### config.mk
export PLATFORM = sky130hd
export DESIGN_NAME = example_scheduler
export DESIGN_NICKNAME = d
export VERILOG_FILES = /design/src/rtl/example_scheduler.sv
export SDC_FILE = /design/constraint.sdc
export NUM_CORES = 1
export LEC_CHECK = 0
export ABC_AREA = 1
export CORE_UTILIZATION = 32
export CTS_BUF_LIST = sky130_fd_sc_hd__clkbuf_4 sky130_fd_sc_hd__clkbuf_8
export CTS_CLUSTER_DIAMETER = 100
export CTS_CLUSTER_SIZE = 8
export DETAILED_ROUTE_END_ITERATION = 8
export DONT_BUFFER_PORTS = 1
export PLACE_DENSITY_LB_ADDON = 0.08
export SLEW_MARGIN = 20
export SYNTH_ARGS = -nofsm -noshare
export SYNTH_HDL_FRONTEND = slang
export SYNTH_SLANG_ARGS = --single-unit
### constraint.sdc
create_clock -name clk -period 2.4 [get_ports clk]
set_input_delay 0.36 -clock clk [delete_from_list [all_inputs] [get_ports clk]]
set_output_delay 0.36 -clock clk [all_outputs]
set_load 0.01 [all_outputs]
### src/rtl/example_scheduler.sv
// Training-example scheduler: issues example indices to the network, waits for each
// forward/backward pass, and counts epochs until EPOCHS full passes have completed.
module example_scheduler #(
    parameter int unsigned TOTAL_EXAMPLES = 4,
    parameter int unsigned EPOCHS         = 1000
) (
    input  logic        clk,
    input  logic        rst_n,
    input  logic        start,
    input  logic        abort,
    output logic [31:0] example,
    output logic        ex_valid,
    input  logic        ex_ready,
    input  logic        pass_done,
    output logic [31:0] epoch,
    output logic        epoch_end,
    output logic        busy,
    output logic        done
);

    localparam int unsigned CNT_W = 32;
    localparam logic [CNT_W-1:0] LAST_EX   = CNT_W'(TOTAL_EXAMPLES - 1);
    localparam logic [CNT_W-1:0] EPOCH_MAX = CNT_W'(EPOCHS);

    typedef enum logic [1:0] {
        IDLE  = 2'd0,
        ISSUE = 2'd1,
        WAIT  = 2'd2,
        DONE  = 2'd3
    } state_t;

    state_t           r_state;
    logic [CNT_W-1:0] r_example;
    logic [CNT_W-1:0] r_epoch;
    logic             r_epoch_end;
    logic             r_ex_valid;
    logic             r_busy;
    logic             r_done;

    state_t           w_state_nxt;
    logic [CNT_W-1:0] w_example_nxt;
    logic [CNT_W-1:0] w_epoch_nxt;
    logic             w_epoch_end_nxt;
    logic             w_ex_valid_nxt;
    logic             w_busy_nxt;
    logic             w_done_nxt;
    logic [CNT_W-1:0] w_epoch_inc;

    assign w_epoch_inc = r_epoch + CNT_W'(1);

    // State and all outputs are registered together; flags follow the next state.
    always_ff @(posedge clk or negedge rst_n) begin
        if (!rst_n) begin
            r_state     <= IDLE;
            r_example   <= '0;
            r_epoch     <= '0;
            r_epoch_end <= 1'b0;
            r_ex_valid  <= 1'b0;
            r_busy      <= 1'b0;
            r_done      <= 1'b0;
        end else begin
            r_state     <= w_state_nxt;
            r_example   <= w_example_nxt;
            r_epoch     <= w_epoch_nxt;
            r_epoch_end <= w_epoch_end_nxt;
            r_ex_valid  <= w_ex_valid_nxt;
            r_busy      <= w_busy_nxt;
            r_done      <= w_done_nxt;
        end
    end

    always_comb begin
        w_state_nxt     = r_state;
        w_example_nxt   = r_example;
        w_epoch_nxt     = r_epoch;
        w_epoch_end_nxt = 1'b0;
        w_ex_valid_nxt  = 1'b0;
        w_busy_nxt      = 1'b0;
        w_done_nxt      = 1'b0;

        case (r_state)
            IDLE: begin
                if (start) begin
                    w_state_nxt   = ISSUE;
                    w_example_nxt = '0;
                    w_epoch_nxt   = '0;
                end
            end
            ISSUE: begin
                if (abort) begin
                    w_state_nxt   = IDLE;
                    w_example_nxt = '0;
                end else if (ex_ready) begin
                    w_state_nxt = WAIT;
                end
            end
            WAIT: begin
                if (abort) begin
                    w_state_nxt   = IDLE;
                    w_example_nxt = '0;
                end else if (pass_done) begin
                    // Last example of the epoch wraps the index and bumps the epoch.
                    if (r_example >= LAST_EX) begin
                        w_example_nxt   = '0;
                        w_epoch_nxt     = w_epoch_inc;
                        w_epoch_end_nxt = 1'b1;
                        w_state_nxt     = (w_epoch_inc >= EPOCH_MAX) ? DONE : ISSUE;
                    end else begin
                        w_example_nxt = r_example + CNT_W'(1);
                        w_state_nxt   = ISSUE;
                    end
                end
            end
            DONE: begin
                if (abort) begin
                    w_state_nxt   = IDLE;
                    w_example_nxt = '0;
                end else if (start) begin
                    w_state_nxt   = ISSUE;
                    w_example_nxt = '0;
                    w_epoch_nxt   = '0;
                end
            end
            default: begin
                w_state_nxt   = IDLE;
                w_example_nxt = '0;
            end
        endcase

        w_ex_valid_nxt = (w_state_nxt == ISSUE);
        w_busy_nxt     = (w_state_nxt == ISSUE) || (w_state_nxt == WAIT);
        w_done_nxt     = (w_state_nxt == DONE);
    end

    assign example   = r_example;
    assign ex_valid  = r_ex_valid;
    assign epoch     = r_epoch;
    assign epoch_end = r_epoch_end;
    assign busy      = r_busy;
    assign done      = r_done;

endmodule
# After elaboration in Yosys (flattened, before gate mapping)
# Cells that the tools add are included.
[word_totals] output_inout_bits=68 ff_bits=70 latch_bits=0 romBits=0 mem_count=0 ramBits=0 word_cells=54 input_bits=6
[classes] n_mux=26 multipliers=0 div_mod_pow=0 magnitude_cmp=2 n_reduce_logical=5 shift=0 n_bitwise=0 eq_ne=12 add_sub_neg=2
[ops] op="2-to-1 mux 32 bit" count=11
[ops] op="one-hot mux 32 bit (4 select lines)" count=1
[ops] op="one-hot mux 32 bit (3 select lines)" count=1
[ops] op="adder 32 x 1 -> 32 bit, second input constant" count=2
[ops] op="greater-or-equal comparator 32 x 10 -> 1 bit, second input constant" count=1
[ops] op="greater-or-equal comparator 32 x 2 -> 1 bit, second input constant" count=1
[ops] op="2-to-1 mux 2 bit" count=8
[ops] op="!= test 2 bit, second input constant" count=5
[ops] op="== test 2 bit, second input constant" count=4
[ops] op="one-hot mux 2 bit (4 select lines)" count=1
[ops] op="AND reduction 5 bit" count=1
[ops] op="== test 2 x 1 -> 1 bit, second input constant" count=2
[ops] op="2-to-1 mux 1 bit" count=4
[ops] op="!= test 3 bit, second input constant" count=1
[ops] op="nonzero test 3 bit" count=1
[ops] op="logical NOT 2 bit" count=1
[ops] op="AND reduction 2 bit" count=1
[ops] op="logical OR 1 bit" count=1

# Logic depth before layout (Yosys ltp)
[logic_depth] word_depth=9 mapped_depth=17 ltp_nobuf=17

# Worst setup path before layout
# Ideal clock, no wire load.
[synth_timing] path_type="flip-flop to flip-flop" from="register r_epoch[0], in the netlist epoch[0]" to="register r_busy, in the netlist busy" setup_ns=0.126 setup_slack_ns=0.208 required_time_ns=2.274 t_arrival_ns=2.066 stages_incl_launch_ff=18 path_cell_list="dfrtp_1 ha_1 nand2_2 nor2_4 nand2_2 nor2_4 nand2_1 nand2_1 nand2_1 inv_1 nand2_1 nor2_1 nand2_1 nor2_1 nand2_1 nand2_1 nand2_1 ha_1"
[synth_via] elab_chain_cells=9 elab_cells_between_ends=10 cone_classes="add/sub: 1; order compare: 1; eq/ne: 2; mux: 5; reduce/logical: 1"
[synth_rtl] element="from (decl)" line_no="34" source="logic [CNT_W-1:0] r_epoch;"
[synth_rtl] element="from (signal assigned)" line_no="64" source="r_epoch <= w_epoch_nxt;"
[synth_rtl] element="adder 32 x 1 -> 32 bit (*)" line_no="49" source="assign w_epoch_inc = r_epoch + CNT_W'(1);"
[synth_rtl] element="greater-or-equal comparator 32 x 10 -> 1 bit (*)" line_no="107" source="w_state_nxt = (w_epoch_inc >= EPOCH_MAX) ? DONE : ISSUE;"
[synth_rtl] element="2-to-1 mux 2 bit (*)" line_no="107"
[synth_rtl] element="2-to-1 mux 2 bit (*)" line_no="103" source="if (r_example >= LAST_EX) begin"
[synth_rtl] element="2-to-1 mux 2 bit (*)" line_no="101" source="end else if (pass_done) begin"
[synth_rtl] element="2-to-1 mux 2 bit (*)" line_no="98" source="if (abort) begin"
[synth_rtl] element="one-hot mux 2 bit (4 select lines) (*)" line_no="81" source="case (r_state)"
[synth_rtl] element="== test 2 x 1 -> 1 bit / == test 2 bit (equally long branches)" line_no="131" source="w_busy_nxt = (w_state_nxt == ISSUE) || (w_state_nxt == WAIT);"
[synth_rtl] element="logical OR 1 bit (*)" line_no="131"
[synth_rtl] element="net w_busy_nxt" line_no="45" source="logic w_busy_nxt;"
[synth_rtl] element="to (signal assigned)" line_no="67" source="r_busy <= w_busy_nxt;"
[synth_rtl] element="to (decl)" line_no="37" source="logic r_busy;"
# Mark *: on every way through the listed nets, which the timed path passes. The rest lies on a longest branch.
# A chain may end at the register's enable or synchronous reset.

# Worst setup path in the final report
[layout_timing] from="register r_epoch[1], in the netlist epoch[1]" to="register r_busy, in the netlist busy"
# The elaborated chain is that of the path after synthesis.

==> impl_metrics.json <==
{
  "synth_compound_area_share_pct": 9.642,
  "startpoint": "epoch[1]",
  "grt_first_pass_wirelength_um": 19280,
  "track_usage_pct": 20.06,
  "synth_top_family_by_area": "simple AND/OR/NAND/NOR gates",
  "synth_cells": 538,
  "dpl-instance-area_sq_um": 4374,
  "yosys_warnings": 0,
  "ant_nets": 0,
  "power.density_nw_per_um2": 603.5,
  "crit_fanout": 5,
  "synth_fa_ha_area_share_pct": 1.290,
  "drc": 4,
  "setup_viol": 0,
  "final_cell_mix": "152 x nand2_1, 71 x inv_1, 71 x nor2_1",
  "grt_max_degree": 71,
  "clockBufferDepth": 2,
  "cpPeakStageDelay_ns": 0.42,
  "die_w_um": 112.1,
  "io_pins": 74,
  "die_h_um": 112.1,
  "post-dp-hpwl_um": 8755,
  "status": "finished, violations left",
  "clk_pin_slew_ns": 0.09,
  "r2r_start": "epoch[1]",
  "rsz0062_at_grt": "true",
  "period_share_pct": 95.07,
  "first_pass_iters": 6,
  "synthXorXnorAreaFrac_pct": 1.580,
  "drt-total-wl_um": 11880,
  "io_buffer_count": 0,
  "fill_cells": 1250,
  "ir_drop_v": 0.0003475,
  "tightest_slew_ns": 0.3938,
  "final_area_sq_um": 4765,
  "violations": "design-rule violations",
  "drive_gt1_share_pct": 19.60,
  "yosys.area_share.simple_pct": 33.92,
  "cpMaxStageDelayCell": "dfrtp_1",
  "synth_fp_nets": 548,
  "end_kind": "register",
  "post_synth_mux_area_share_pct": 0.2580,
  "ys_ff_latch": 70,
  "synthDistinctLibCells": 29,
  "core-area_sq_um": 11610,
  "antenna_found_initial": 0,
  "diodes": 0,
  "slew_violations": 0,
  "critPathLaunchType": "register",
  "skew_ns": 0.006636,
  "hold_violations": 0,
  "min_period_ns": 2.282,
  "hold_class": "in -> reg",
  "drv_cap": 0,
  "fp.dieArea_sq_um": 12570,
  "initialDrtViolationCount": 124,
  "syn_avg_cell_area_sq_um": 7.212,
  "ys_async_sr_fraction_pct": 100.0,
  "cts_tree": "yes",
  "final_common_cell": "nand2_1",
  "root_buffer": "clkbuf_8",
  "nets": 607,
  "initial_core_util_pct": 33.41,
  "grt_pass1_vias": 3647,
  "std_cell_rows": 39,
  "critPathKind": "reg -> reg",
  "h-tree-depth": 3,
  "areaGrowthSynthToFinish_pct": 22.80,
  "crit_chain": "ha_4 > nand2_4 > nor2_4 > nand2_2 > nor2_4 > nand2_1 > nand2_1 > nand2_1 > inv_2 > nand2_2 > nor2_2 > nand2_1 > nor2_1 > nand2_1 > nand2_2 > nand2_1 > ha_1",
  "setup_tns_ns": 0,
  "clock.fmax_mhz": 438.3,
  "fin_util_pct": 41.03,
  "cts_buffers": 9,
  "avgRoutedWirePerCell_um": 15.95,
  "viasPerCell": 4.893,
  "insertion_delay_ns": 0.38,
  "ys_seq_area_share_pct": 45.15,
  "vias": 3645,
  "min_from": "abort",
  "relSlewSlack_pct": 73.55,
  "cp.arrival_ns": 2.55,
  "synth_edf_count": 0,
  "p_leak_nw": 2.217,
  "netlist_area_sq_um": 3880,
  "worst_path_most_repeated_cell": "nand2_1",
  "clock_sinks": 70,
  "grt_overflow": 0,
  "gp_congestion": 0.8552,
  "required_ns": 2.66,
  "synthFlopType": "dfrtp_1"
}
registers in the layout, indices dropped and copies added, names as in the netlist:
register	count
busy	1
ex_valid	1
example	32
done	1
epoch_end	1
epoch	32
r_state	2
critical path: cells and delay by family, from the launching register on:
family	cells	cell delay, ns
fa+ha+maj	2	0.47
buf+inv	1	0.06
flops	1	0.42
simple gates	14	1.22
final cells by class:
cell class                      instances  area, sq um  share of cell area, %
Clock inverter                          6        46.29                 0.9716
Tap cell                              143        178.9                  3.755
Clock buffer                           10        137.6                  2.889
Timing Repair Buffer                   55        451.7                  9.480
Inverter                               75        281.5                  5.909
Sequential cell                        70         1759                  36.92
Multi-Input combinational cell        386         1909                  40.07
through the flow:
stage                     total power [mW]  hold slack [ns]  setup slack [ns]  std cells
final                                2.876           0.1902            0.1183        745
after global routing                 3.038           0.1995          -0.05325        745
after CTS                            2.900           0.1656          0.004726        737
after detailed placement             1.919          0.06664          0.002256        719
after global placement               1.915          0.06654           0.06820        719
after floorplan                      1.696          0.06441            0.2084        538
Yosys cell counts (5+ instances only):
cell type  count  area, sq um
nor2_4         5        56.30
xor2_1         5        43.79
inv_1         72        270.3
o211ai_1       6        45.04
nand4_1        6        37.54
o22ai_1       15        93.84
nor2_2         6        37.54
dfrtp_1       70         1752
o21ai_0       30        150.1
nor2_1        81        304.0
nand3_1       43        215.2
nand2_1      158        593.1
final timing paths:
path                               end  slack, ns  cells past startpoint
min reg2reg                 example[6]       0.57                      2
min in group asynchronous    epoch[10]       0.52                      2
max                               busy       0.12                     17
max in group asynchronous    epoch[12]       1.52                      2
min                        example[14]       0.19                      3
max reg2reg                       busy       0.12                     17
kinds of logic (layout without fill, tap and decap cells):
kind of cell | after synthesis | count (layout)
and+or+nand+nor | 310 | 310
buffers and inverters | 82 | 146
DFF | 70 | 70
AOI/OAI and AO/OA | 64 | 64
xor gates and xnor gates | 7 | 7
adders and majority gates | 4 | 4
muxes | 1 | 1
metal layers:
layer	share of wire [%]	global-route usage (%)	routed length (um)	up-vias
met5	0	0	0	-
met4	1.8	8.089	212	0
met3	6.2	4.374	733	14
met2	49	34.33	5856	86
met1	43	24.56	5080	1704
li1	-	-	-	1841
report_power, final:
part	leakage (nW)	internal (mW)	switching [mW]
Clock	0.0889	0.408	0.524
Combinational	1.17	0.167	0.477
Sequential	0.960	1.23	0.0673
Total	2.22	1.81	1.07
what timing repair did:
action | 4_1_cts | 5_1_grt
hold buffers | 2 | 0
endpoints found under the setup margin | 1 | 3
pin swaps | 1 | 18
gates resized for setup | 2 | 33
endpoints found under the hold margin | 70 | 0
setup buffers | 0 | 8
(Power assumes the default switching activity.)
